===== src/rtl/lane_dispatch_pkg.sv =====
// -----------------------------------------------------------------------------
// lane_dispatch_pkg
// Shared definitions for the lane dispatcher: instruction field positions,
// register-index width, the history entry record and the hazard compare
// helpers used by every lane scoreboard.
// -----------------------------------------------------------------------------
package lane_dispatch_pkg;

    localparam int REG_W         = 5;
    localparam int DST_LSB       = 0;
    localparam int SRCA_LSB      = 5;
    localparam int SRCB_LSB      = 11;
    localparam int OVR_LANE_BIT  = 27;  // forced target lane (0/1)
    localparam int OVR_FORCE_BIT = 28;  // 1 = forced dispatch

    typedef logic [REG_W-1:0] reg_idx_t;

    typedef struct packed {
        reg_idx_t dst;
        reg_idx_t src_a;
        reg_idx_t src_b;
    } entry_t;

    // Register 0 is hard-wired and never creates a dependency.
    function automatic logic reg_match(input reg_idx_t a, input reg_idx_t b);
        return (a != '0) && (a == b);
    endfunction

    // WAW/WAR: new dst against any register of the old entry.
    // RAW: new sources against the old dst. Source-source pairs are harmless.
    function automatic logic entry_conflict(input entry_t new_e, input entry_t old_e);
        return reg_match(new_e.dst,   old_e.dst)   ||
               reg_match(new_e.dst,   old_e.src_a) ||
               reg_match(new_e.dst,   old_e.src_b) ||
               reg_match(new_e.src_a, old_e.dst)   ||
               reg_match(new_e.src_b, old_e.dst);
    endfunction

endpackage


===== src/rtl/lane_scoreboard.sv =====
// -----------------------------------------------------------------------------
// lane_scoreboard
// In-flight history of one lane: FIFO-ordered entries (index 0 = oldest),
// occupancy counter and the hazard compare of a candidate entry against
// every valid entry.
// Ports:
//   clk, resetn  clock, asynchronous active-low reset
//   i_entry      candidate entry (compared now, stored on i_push)
//   i_push       append i_entry to the history
//   i_retire     drop the oldest entry (ignored when empty)
//   o_collide    candidate conflicts with a valid entry
//   o_full       history holds HIST_DEPTH entries
// -----------------------------------------------------------------------------
module lane_scoreboard
    import lane_dispatch_pkg::*;
#(
    parameter int HIST_DEPTH = 4
) (
    input  logic   clk,
    input  logic   resetn,
    input  entry_t i_entry,
    input  logic   i_push,
    input  logic   i_retire,
    output logic   o_collide,
    output logic   o_full
);

    localparam int CW = $clog2(HIST_DEPTH + 1);

    entry_t                r_hist [HIST_DEPTH];
    logic [CW-1:0]         r_count;
    logic                  w_pop;
    logic [CW-1:0]         w_wr_idx;
    logic [HIST_DEPTH-1:0] w_valid;

    assign w_pop    = i_retire && (r_count != '0);
    // A pop shifts everything down one slot, so the append slot moves too.
    assign w_wr_idx = w_pop ? r_count - 1'b1 : r_count;
    assign o_full   = (r_count == CW'(HIST_DEPTH));

    always_comb begin
        // NOTE: every always_comb output gets a default first so no path leaves it unassigned (no latch).
        o_collide = 1'b0;
        w_valid   = '0;
        for (int k = 0; k < HIST_DEPTH; k++) begin
            w_valid[k] = (CW'(k) < r_count);
            if (w_valid[k] && entry_conflict(i_entry, r_hist[k])) begin
                o_collide = 1'b1;
            end
        end
    end

    always_ff @(posedge clk or negedge resetn) begin
        // NOTE: sequential state uses non-blocking assignments so all flops update from pre-edge values.
        if (!resetn) begin
            r_count <= '0;
        end else if (i_push && !w_pop) begin
            r_count <= r_count + 1'b1;
        end else if (!i_push && w_pop) begin
            r_count <= r_count - 1'b1;
        end
    end

    // NOTE: entry storage is not reset; validity comes only from r_count, which is.
    always_ff @(posedge clk) begin
        if (w_pop) begin
            for (int k = 0; k < HIST_DEPTH - 1; k++) begin
                r_hist[k] <= r_hist[k+1];
            end
        end
        if (i_push) begin
            for (int k = 0; k < HIST_DEPTH; k++) begin
                if (w_wr_idx == CW'(k)) begin
                    r_hist[k] <= i_entry;
                end
            end
        end
    end

endmodule


===== src/rtl/lane_dispatcher.sv =====
// -----------------------------------------------------------------------------
// lane_dispatcher
// Steers an upstream instruction stream into NUM_LANES instruction FIFOs,
// keeping register-dependent instructions on the same lane. Independent
// instructions are spread round-robin; override bits can force lane 0/1.
// Ports:
//   clk, resetn      clock, asynchronous active-low reset
//   in_valid/instr   upstream instruction
//   in_ready         instruction accepted this cycle (combinational)
//   lane_ready       per-lane FIFO not full
//   lane_retire      per-lane pulse: oldest in-flight instruction completed
//   out_valid        registered one-hot-or-zero push enable per lane
//   out_instr        registered copy of the dispatched instruction
//   collision_stall  registered: last cycle refused a multi-lane collision
// -----------------------------------------------------------------------------
module lane_dispatcher
    import lane_dispatch_pkg::*;
#(
    parameter int NUM_LANES  = 2,
    parameter int HIST_DEPTH = 4,
    parameter int IW         = 32
) (
    input  logic                 clk,
    input  logic                 resetn,
    input  logic                 in_valid,
    output logic                 in_ready,
    input  logic [IW-1:0]        instr,
    input  logic [NUM_LANES-1:0] lane_ready,
    input  logic [NUM_LANES-1:0] lane_retire,
    output logic [NUM_LANES-1:0] out_valid,
    output logic [IW-1:0]        out_instr,
    output logic                 collision_stall
);

    localparam int LW = (NUM_LANES > 1) ? $clog2(NUM_LANES) : 1;

    entry_t                  w_entry;
    logic                    w_forced;
    logic [NUM_LANES-1:0]    w_collide;
    logic [NUM_LANES-1:0]    w_full;
    logic [NUM_LANES-1:0]    w_elig;
    logic [2*NUM_LANES-1:0]  w_rot;
    logic                    w_any_coll;
    logic                    w_multi_coll;
    logic [LW-1:0]           w_coll_lane;
    logic                    w_rr_found;
    logic [LW-1:0]           w_rr_lane;
    logic                    w_has_target;
    logic [LW-1:0]           w_target;
    logic                    w_accept;
    logic                    w_advance;
    logic                    w_refuse_multi;
    logic [NUM_LANES-1:0]    w_push;
    int                      w_sum;
    logic                    w_unused;

    logic [LW-1:0]           r_rr_ptr;
    logic [NUM_LANES-1:0]    r_out_valid;
    logic [IW-1:0]           r_out_instr;
    logic                    r_collision_stall;

    assign w_entry.dst   = instr[DST_LSB  +: REG_W];
    assign w_entry.src_a = instr[SRCA_LSB +: REG_W];
    assign w_entry.src_b = instr[SRCB_LSB +: REG_W];
    assign w_forced      = instr[OVR_FORCE_BIT];
    assign w_unused      = ^{instr[IW-1:OVR_FORCE_BIT+1], instr[OVR_LANE_BIT-1:SRCB_LSB+REG_W],
                             instr[SRCA_LSB+REG_W]};

    for (genvar g = 0; g < NUM_LANES; g++) begin : g_lane
        lane_scoreboard #(.HIST_DEPTH(HIST_DEPTH)) u_scoreboard (
            .clk       (clk),
            .resetn    (resetn),
            .i_entry   (w_entry),
            .i_push    (w_push[g]),
            .i_retire  (lane_retire[g]),
            .o_collide (w_collide[g]),
            .o_full    (w_full[g])
        );
    end

    always_comb begin
        w_any_coll     = 1'b0;
        w_multi_coll   = 1'b0;
        w_coll_lane    = '0;
        w_rr_found     = 1'b0;
        w_rr_lane      = '0;
        w_sum          = 0;
        w_has_target   = 1'b0;
        w_target       = '0;
        w_push         = '0;

        for (int i = 0; i < NUM_LANES; i++) begin
            if (w_collide[i]) begin
                if (w_any_coll) w_multi_coll = 1'b1;
                w_any_coll  = 1'b1;
                w_coll_lane = LW'(i);
            end
        end

        // Rotate eligibility so bit 0 is the pointer lane; the lowest set bit
        // is the first eligible lane at or after the pointer.
        w_elig = lane_ready & ~w_full;
        w_rot  = {w_elig, w_elig} >> r_rr_ptr;
        for (int j = NUM_LANES - 1; j >= 0; j--) begin
            if (w_rot[j]) begin
                w_rr_found = 1'b1;
                w_sum      = int'(r_rr_ptr) + j;
                if (w_sum >= NUM_LANES) w_sum = w_sum - NUM_LANES;
                w_rr_lane  = LW'(w_sum);
            end
        end

        if (w_forced) begin
            w_has_target = 1'b1;
            w_target     = LW'(instr[OVR_LANE_BIT]);
        end else if (!w_any_coll) begin
            w_has_target = w_rr_found;
            w_target     = w_rr_lane;
        end else if (!w_multi_coll) begin
            w_has_target = 1'b1;
            w_target     = w_coll_lane;
        end

        w_accept       = resetn && in_valid && w_has_target &&
                         lane_ready[w_target] && !w_full[w_target];
        w_advance      = w_accept && !w_forced && !w_any_coll;
        w_refuse_multi = resetn && in_valid && !w_forced && w_multi_coll;

        for (int i = 0; i < NUM_LANES; i++) begin
            w_push[i] = w_accept && (w_target == LW'(i));
        end
    end

    always_ff @(posedge clk or negedge resetn) begin
        if (!resetn) begin
            r_rr_ptr          <= '0;
            r_out_valid       <= '0;
            r_out_instr       <= '0;
            r_collision_stall <= 1'b0;
        end else begin
            r_out_valid       <= w_push;
            r_collision_stall <= w_refuse_multi;
            if (w_accept) r_out_instr <= instr;
            if (w_advance) begin
                r_rr_ptr <= (w_target == LW'(NUM_LANES - 1)) ? '0 : w_target + 1'b1;
            end
        end
    end

    assign in_ready        = w_accept;
    assign out_valid       = r_out_valid;
    assign out_instr       = r_out_instr;
    assign collision_stall = r_collision_stall;

endmodule


===== config.mk =====
export PLATFORM = sky130hd
export DESIGN_NAME = lane_dispatcher
export DESIGN_NICKNAME = d
export VERILOG_FILES = /design/src/rtl/lane_dispatch_pkg.sv /design/src/rtl/lane_scoreboard.sv /design/src/rtl/lane_dispatcher.sv
export SDC_FILE = /design/constraint.sdc
export NUM_CORES = 1
export LEC_CHECK = 0
export BUFFER_PORTS_ARGS = -buffer_cell sky130_fd_sc_hd__buf_2
export CAP_MARGIN = 25
export CORE_ASPECT_RATIO = 1.25
export CORE_UTILIZATION = 25
export DETAILED_ROUTE_END_ITERATION = 6
export SKIP_CTS_REPAIR_TIMING = 1
export SKIP_LAST_GASP = 1
export SLEW_MARGIN = 20
export SYNTH_ARGS = -nofsm -noshare
export SYNTH_HDL_FRONTEND = slang
export SYNTH_HIERARCHICAL = 1
export SYNTH_SLANG_ARGS = --single-unit

===== constraint.sdc =====
create_clock -name clk -period 5.8 [get_ports clk]
set_input_delay 0.58 -clock clk [delete_from_list [all_inputs] [get_ports clk]]
set_output_delay 0.58 -clock clk [all_outputs]
set_load 0.01 [all_outputs]

# Word level (Yosys, flattened, before mapping)
# Memory sizes are Yosys's and may differ from the RTL's.
# Index checks and enable logic that the tools add are counted.
[word_totals]
mem_count = 2
inputBits = 39
regBits = 42
word_cells = 275
output_inout_bits = 36
ram_bits = 120
[mem_list]
columns = ["name", "words", "word_bits", "read_ports", "rd_clocked_by_memory_dff", "write_ports", "line_no", "rtl"]
rows = [
  ["g_lane[0].u_scoreboard.r_hist", 4, 15, 4, 0, 3, "lane_scoreboard.sv:30", "entry_t r_hist [HIST_DEPTH];"],
  ["g_lane[1].u_scoreboard.r_hist", 4, 15, 4, 0, 3, "lane_scoreboard.sv:30", ""],
]
[classes]
magnitude_cmp = 11
bitwise = 9
eq_ne = 48
reduce_logical = 114
add_sub_neg = 8
n_shift = 1
n_mux = 76
[op_table]
columns = ["operator", "count"]
rows = [
  ["5-bit == test", 40],
  ["15-bit 2-to-1 mux", 8],
  ["1-bit logical AND", 64],
  ["1-bit 2-to-1 mux", 60],
  ["1-bit logical OR", 32],
  ["15-bit OR reduction", 2],
  ["3-bit 2-to-1 mux", 6],
  ["5-bit nonzero test", 3],
  ["3-bit by 2-bit == test with 1-bit output (second input constant)", 4],
  ["1-bit by 3-bit less-than comparator with 1-bit output (first input constant)", 4],
  ["2-bit by 3-bit less-than comparator with 1-bit output (first input constant)", 4],
  ["1-bit zero test", 7],
  ["3-bit by 1-bit adder with 3-bit output (second input constant)", 2],
  ["3-bit by 1-bit == test with 1-bit output (second input constant)", 2],
  ["3-bit == test (second input constant)", 2],
  ["3-bit zero test", 2],
  ["1-bit OR", 6],
  ["3-bit nonzero test", 2],
  ["3-bit by 1-bit subtractor with 3-bit output (second input constant)", 2],
  ["2-bit 2-to-1 mux", 2],
  ["2-bit nonzero test", 2],
  ["4-bit by 1-bit right shift with 2-bit output", 1],
  ["1-bit by 1-bit adder with 2-bit output (second input constant)", 1],
  ["2-bit bitwise AND", 1],
  ["7 further kinds", 8],
]

# Depth between registers and ports, before layout
# An unclocked memory read counts as a cell.
[logic_depth]
ltp_word = 27
mapped_depth = 18
ltp_nobuf = 15

# Hierarchy
# The synthesis kept the hierarchy.
[modules_own_cells]
columns = ["mod", "area_each_um2", "cells_each", "n_inst", "seq_area_each_um2"]
rows = [
  ["lane_scoreboard at g_lane[1].u_scoreboard", 4189.0, 330, 1, 1876.8],
  ["lane_scoreboard at g_lane[0].u_scoreboard", 4031.4, 334, 1, 1876.8],
  ["lane_dispatcher", 1536.5, 93, 1, 900.9],
]

# Worst setup path before layout
# No wires, ideal clock.
[synth_timing]
path_kind = "input-to-reg"
from = "in instr[7]"
to = "mem g_lane[1].u_scoreboard/r_hist[0][0] in the netlist's numbering, enable pin"
setup_ns = 0.408
slack_ns = 1.127
cell_stages = 13
t_required_ns = 5.392
arrival_ns = 4.265
n_path_buf = 1
cell_sequence = "buf_4 > or4_4 > o211ai_2 > o22ai_1 > a211oi_2 > nor2_1 > o21ai_1 > o211ai_1 > nand3b_1 > nand3_1 > nor3_1 > nand2_2 > o21ai_0"
[synth_lines]
columns = ["item", "line_no", "rtl"]
rows = [
  ["start: declaration", "lane_dispatcher.sv:27", "input logic [IW-1:0] instr,"],
  ["end: declaration", "lane_scoreboard.sv:30", ""],
]

==> impl_summary.txt <==
----------------------------------------------------
[Status]
  Outcome ... complete, no violations

[Timing]
  Period Utilization, post-route ... 83.2%
  Worst hold-check slack ... 0.239 ns
  Sum of negative setup slack ... 0 ns
  Total count of hold-check failures in the final report ... 0
  RSZ-0062 raised after global routing ... no
  Worst clock skew ... 0.00829 ns
  Worst-margin pin slew ... 0.805 ns
  Minimum clock period ... 4.82 ns
  Normalized max-slew margin ... 45.0%
  Slew Limit Fails ... 0
  Highest Clock Rate ... 0.207 GHz
  Number of setup violations in the final report ... 0

[Critical path]
  Arrival time of the worst setup path ... 4.96 ns
  Start point of the critical path ... instr[2]
  Type of origin of the critical path ... input pin
  CP Max Fanout ... 19
  Kind of end point of the critical path ... register
  Critical path data required time ... 5.93 ns
  Worst flop-to-flop path startpoint ... g_lane[0].u_scoreboard/r_hist[1][14]$_DFFE_PP_
  Worst Setup Path Type ... in -> reg

[Synthesis]
  Share of synthesized area spent on multiplexers ... 16.5%
  Number of different library cells in the post-synthesis netlist ... 62
  Post-Synth Simple-Gate Area ... 7.59%
  Total of flip-flops plus latches after synthesis ... 162
  XOR/XNOR share of the synthesized area ... 18.5%
  Primary FF master, synth ... edfxtp_1
  Adder and majority cell fraction of the synthesized area ... 1.28%
  Net count of the mapped netlist ... 806
  Share of synthesized registers carrying an async set or reset ... 25.9%
  Total number of yosys warnings ... 6
  Average footprint of a synthesized cell ... 12.9 um^2
  Dominant combinational cell family by area after synthesis ... XOR/XNOR gates
  Synth Area in Compound Gates ... 4.15%
  Cells taking the most area after synthesis ... edfxtp_1 37%, dfrtp_1 11%, xnor2_1 10%
  Area share of the leading cell type in the synthesized netlist ... 36.9%
  Post-synthesis cell count ... 757
  EDFF count, synth ... 120
  Post-Synthesis Cell Area ... 9760 um^2
  Sequential share of the synthesized area ... 47.7%
  Biggest area consumer among synthesized cells ... edfxtp_1

[Clock tree]
  Clock sink total ... 162
  Clock-pin slew reported for the worst setup and hold paths after clock tree synthesis ... 0.06 ns
  Root buf cell ... clkbuf_16
  H-tree Lvls ... 4
  TritonCTS buffer count ... 17
  Number of buffers on the longest clock path ... 2
  Later-pin clock latency in the skew report ... 0.44 ns
  Clock tree from TritonCTS ... done

[Power and ir drop]
  Areal power density over the cells ... 391 nW/um^2
  Worst ir drop on vdd ... 0.214 mV
  Power after layout ... 4.36 mW
  Leakage power figure ... 4.10 nW

[Floorplanning]
  I/O pin count ... 75
  Effective utilization at floorplan ... 25.5%
  Total number of placement rows ... 80
  Area of the core region ... 38300 um^2
  Chip Width ... 179 um
  Chip height ... 223 um
  Overall die area ... 39800 um^2

[GRT]
  Total global routing overflow ... 0
  Global-route wire length before repair ... 37300 um
  Global-route usage over all layers ... 12.7%
  Initial antenna violation count ... 0
  Vias in the first global route ... 6334
  Maximum number of pins on one net before global-route repair ... 45

[Final layout]
  # diodes ... 0
  Layout cells sized above 1 ... 33.3%
  Layout Area Growth over Synthesis ... 14.4%
  Final net count ... 871
  Fill cell instance count of the final layout ... 3847
  Post-layout instance area ... 11200 um^2

[Route]
  Routed wire per std cell ... 18.1 um
  First-pass DRT Iterations ... 4
  Ratio of routed vias to standard cells ... 4.52
  Detailed-route wire length ... 24100 um
  Total number of vias ... 5996
  Count of unresolved DRC violations after routing ... 0
  Initial detailed-routing violation count ... 374
  Post-detailed-route count of antenna-violating nets ... 0

[Placed design]
  Detailed placement HPWL ... 17200 um
  Final weighted congestion of routability-driven global placement ... 0.769
  Port Buffer Count ... 74
  DP Area ... 10600 um^2

[Job]
  Number of maximum-capacitance constraint violations ... 0

[Worst hold path]
  Class of the tightest hold or removal check ... in -> async

----------------------------------------------------
==> stage by stage <==
| stage | setup slack (ns) | util [%] | cells |
|---|---|---|---|
| 6_report | 0.976 | 29.1 | 1327 |
| 5_1_grt | 0.768 | 29.1 | 1327 |
| 4_1_cts | 0.955 | 29.1 | 1327 |
| 3_5_place_dp | 0.493 | 27.6 | 1295 |
| 3_3_place_gp | 0.634 | 27.6 | 1295 |
| 2_1_floorplan | 1.13 | - | 757 |
==> cells in the mapped netlist, types with 3 or more instances <==
| library cell | count |
|---|---|
| buf_4 | 5 |
| nor2_1 | 19 |
| o211ai_2 | 4 |
| mux2_2 | 63 |
| or4_4 | 4 |
| buf_2 | 29 |
| o21ai_0 | 9 |
| mux2_4 | 57 |
| or2_1 | 3 |
| nor4_1 | 7 |
| a21oi_1 | 3 |
| nand4_1 | 5 |
| a31oi_1 | 6 |
| o31ai_1 | 5 |
| inv_1 | 8 |
| xor2_1 | 90 |
| xnor2_1 | 116 |
| buf_6 | 12 |
| dfrtp_1 | 42 |
| clkbuf_1 | 5 |
| o21ai_1 | 3 |
| nand3_1 | 38 |
| nor3_1 | 34 |
| edfxtp_1 | 120 |
| ha_1 | 10 |
| nand2_1 | 14 |
==> worst paths after layout <==
kind	endpoint	slack (ns)	cells past startpoint
max	g_lane[0].u_scoreboard/r_hist[2][5]$_DFFE_PP_	0.98	16
min	out_instr[10]$_DFFE_PN0N_	0.24	2
max reg2reg	g_lane[0].u_scoreboard/r_hist[2][5]$_DFFE_PP_	1.16	15
min reg2reg	out_instr[10]$_DFFE_PN0N_	0.50	1
max in group asynchronous	out_instr[1]$_DFFE_PN0N_	5.13	2
min in group clk	out_instr[20]$_DFFE_PN0N_	0.37	2
==> cell usage in the layout (no fill, tap or decap), types with 3 or more instances in the layout <==
master and count:
a21oi_1 3, a31oi_1 6, buf_2 74, buf_4 28, clkbuf_16 18, clkinvlp_4 3, dfrtp_1 42, edfxtp_1 120
ha_1 10, inv_1 8, inv_6 4, mux2_2 63, mux2_4 57, nand2_1 14, nand3_1 38, nand4_1 5
nor2_1 19, nor3_1 34, nor4_1 7, o211ai_2 4, o21ai_0 6, o21ai_1 6, o31ai_1 5, or2_1 3
or4_4 4, xnor2_1 116, xor2_1 90
==> final cells by class <==
| cell class | count | area [um^2] | share of cell area [%] |
|---|---|---|---|
| multi-input combinational | 531 | 4680 | 42.0 |
| clock inverter | 14 | 145 | 1.30 |
| clock buffer | 18 | 450 | 4.04 |
| tap | 492 | 616 | 5.52 |
| timing repair buffer | 102 | 581 | 5.20 |
| sequential | 162 | 4650 | 41.7 |
| inverter | 8 | 30.0 | 0.269 |
==> power by group <==
group / internal (mW) / switching (mW) / total [mW]
Clock: 0.629 / 0.510 / 1.14
Sequential: 1.60 / 0.256 / 1.86
Combinational: 0.681 / 0.679 / 1.36
==> routing by layer <==
layer | GRT usage (%) | part of all wire (%) | up-vias
met5 | 0 | 0 | -
met4 | 6.83 | 4.2 | 0
met3 | 2.61 | 2.5 | 50
met2 | 23.1 | 54 | 90
met1 | 13.4 | 39 | 3044
li1 | - | - | 2812
==> worst max-delay path, cell delays in order <==
cell and delay [ns]:
buf_2 0.46, buf_4 0.41, xor2_1 0.21, nor3_1 0.08
a32oi_1 0.31, o211ai_1 0.16, nor3_1 0.22, o221ai_1 0.33
or3_1 0.43, o221ai_1 0.23, nand2_1 0.15, nor2_1 0.22
nand2_1 0.17, or2_1 0.54, nand2_1 0.17, buf_4 0.25
==> sequential cells by signal (all words and copies together) (netlist names) <==
name                         flops
collision_stall                  1
g_lane.u_scoreboard/r_count      6
g_lane.u_scoreboard/r_hist     120
out_instr                       32
out_valid                        2
r_rr_ptr                         1
==> cells by family after synthesis <==
logic type / after synthesis
compound gates: 51
buf+inv: 64
mux: 124
xor+xnor: 206
flops: 162
simple gates: 140
fa+ha+maj: 10
(Power assumes the default switching activity.)
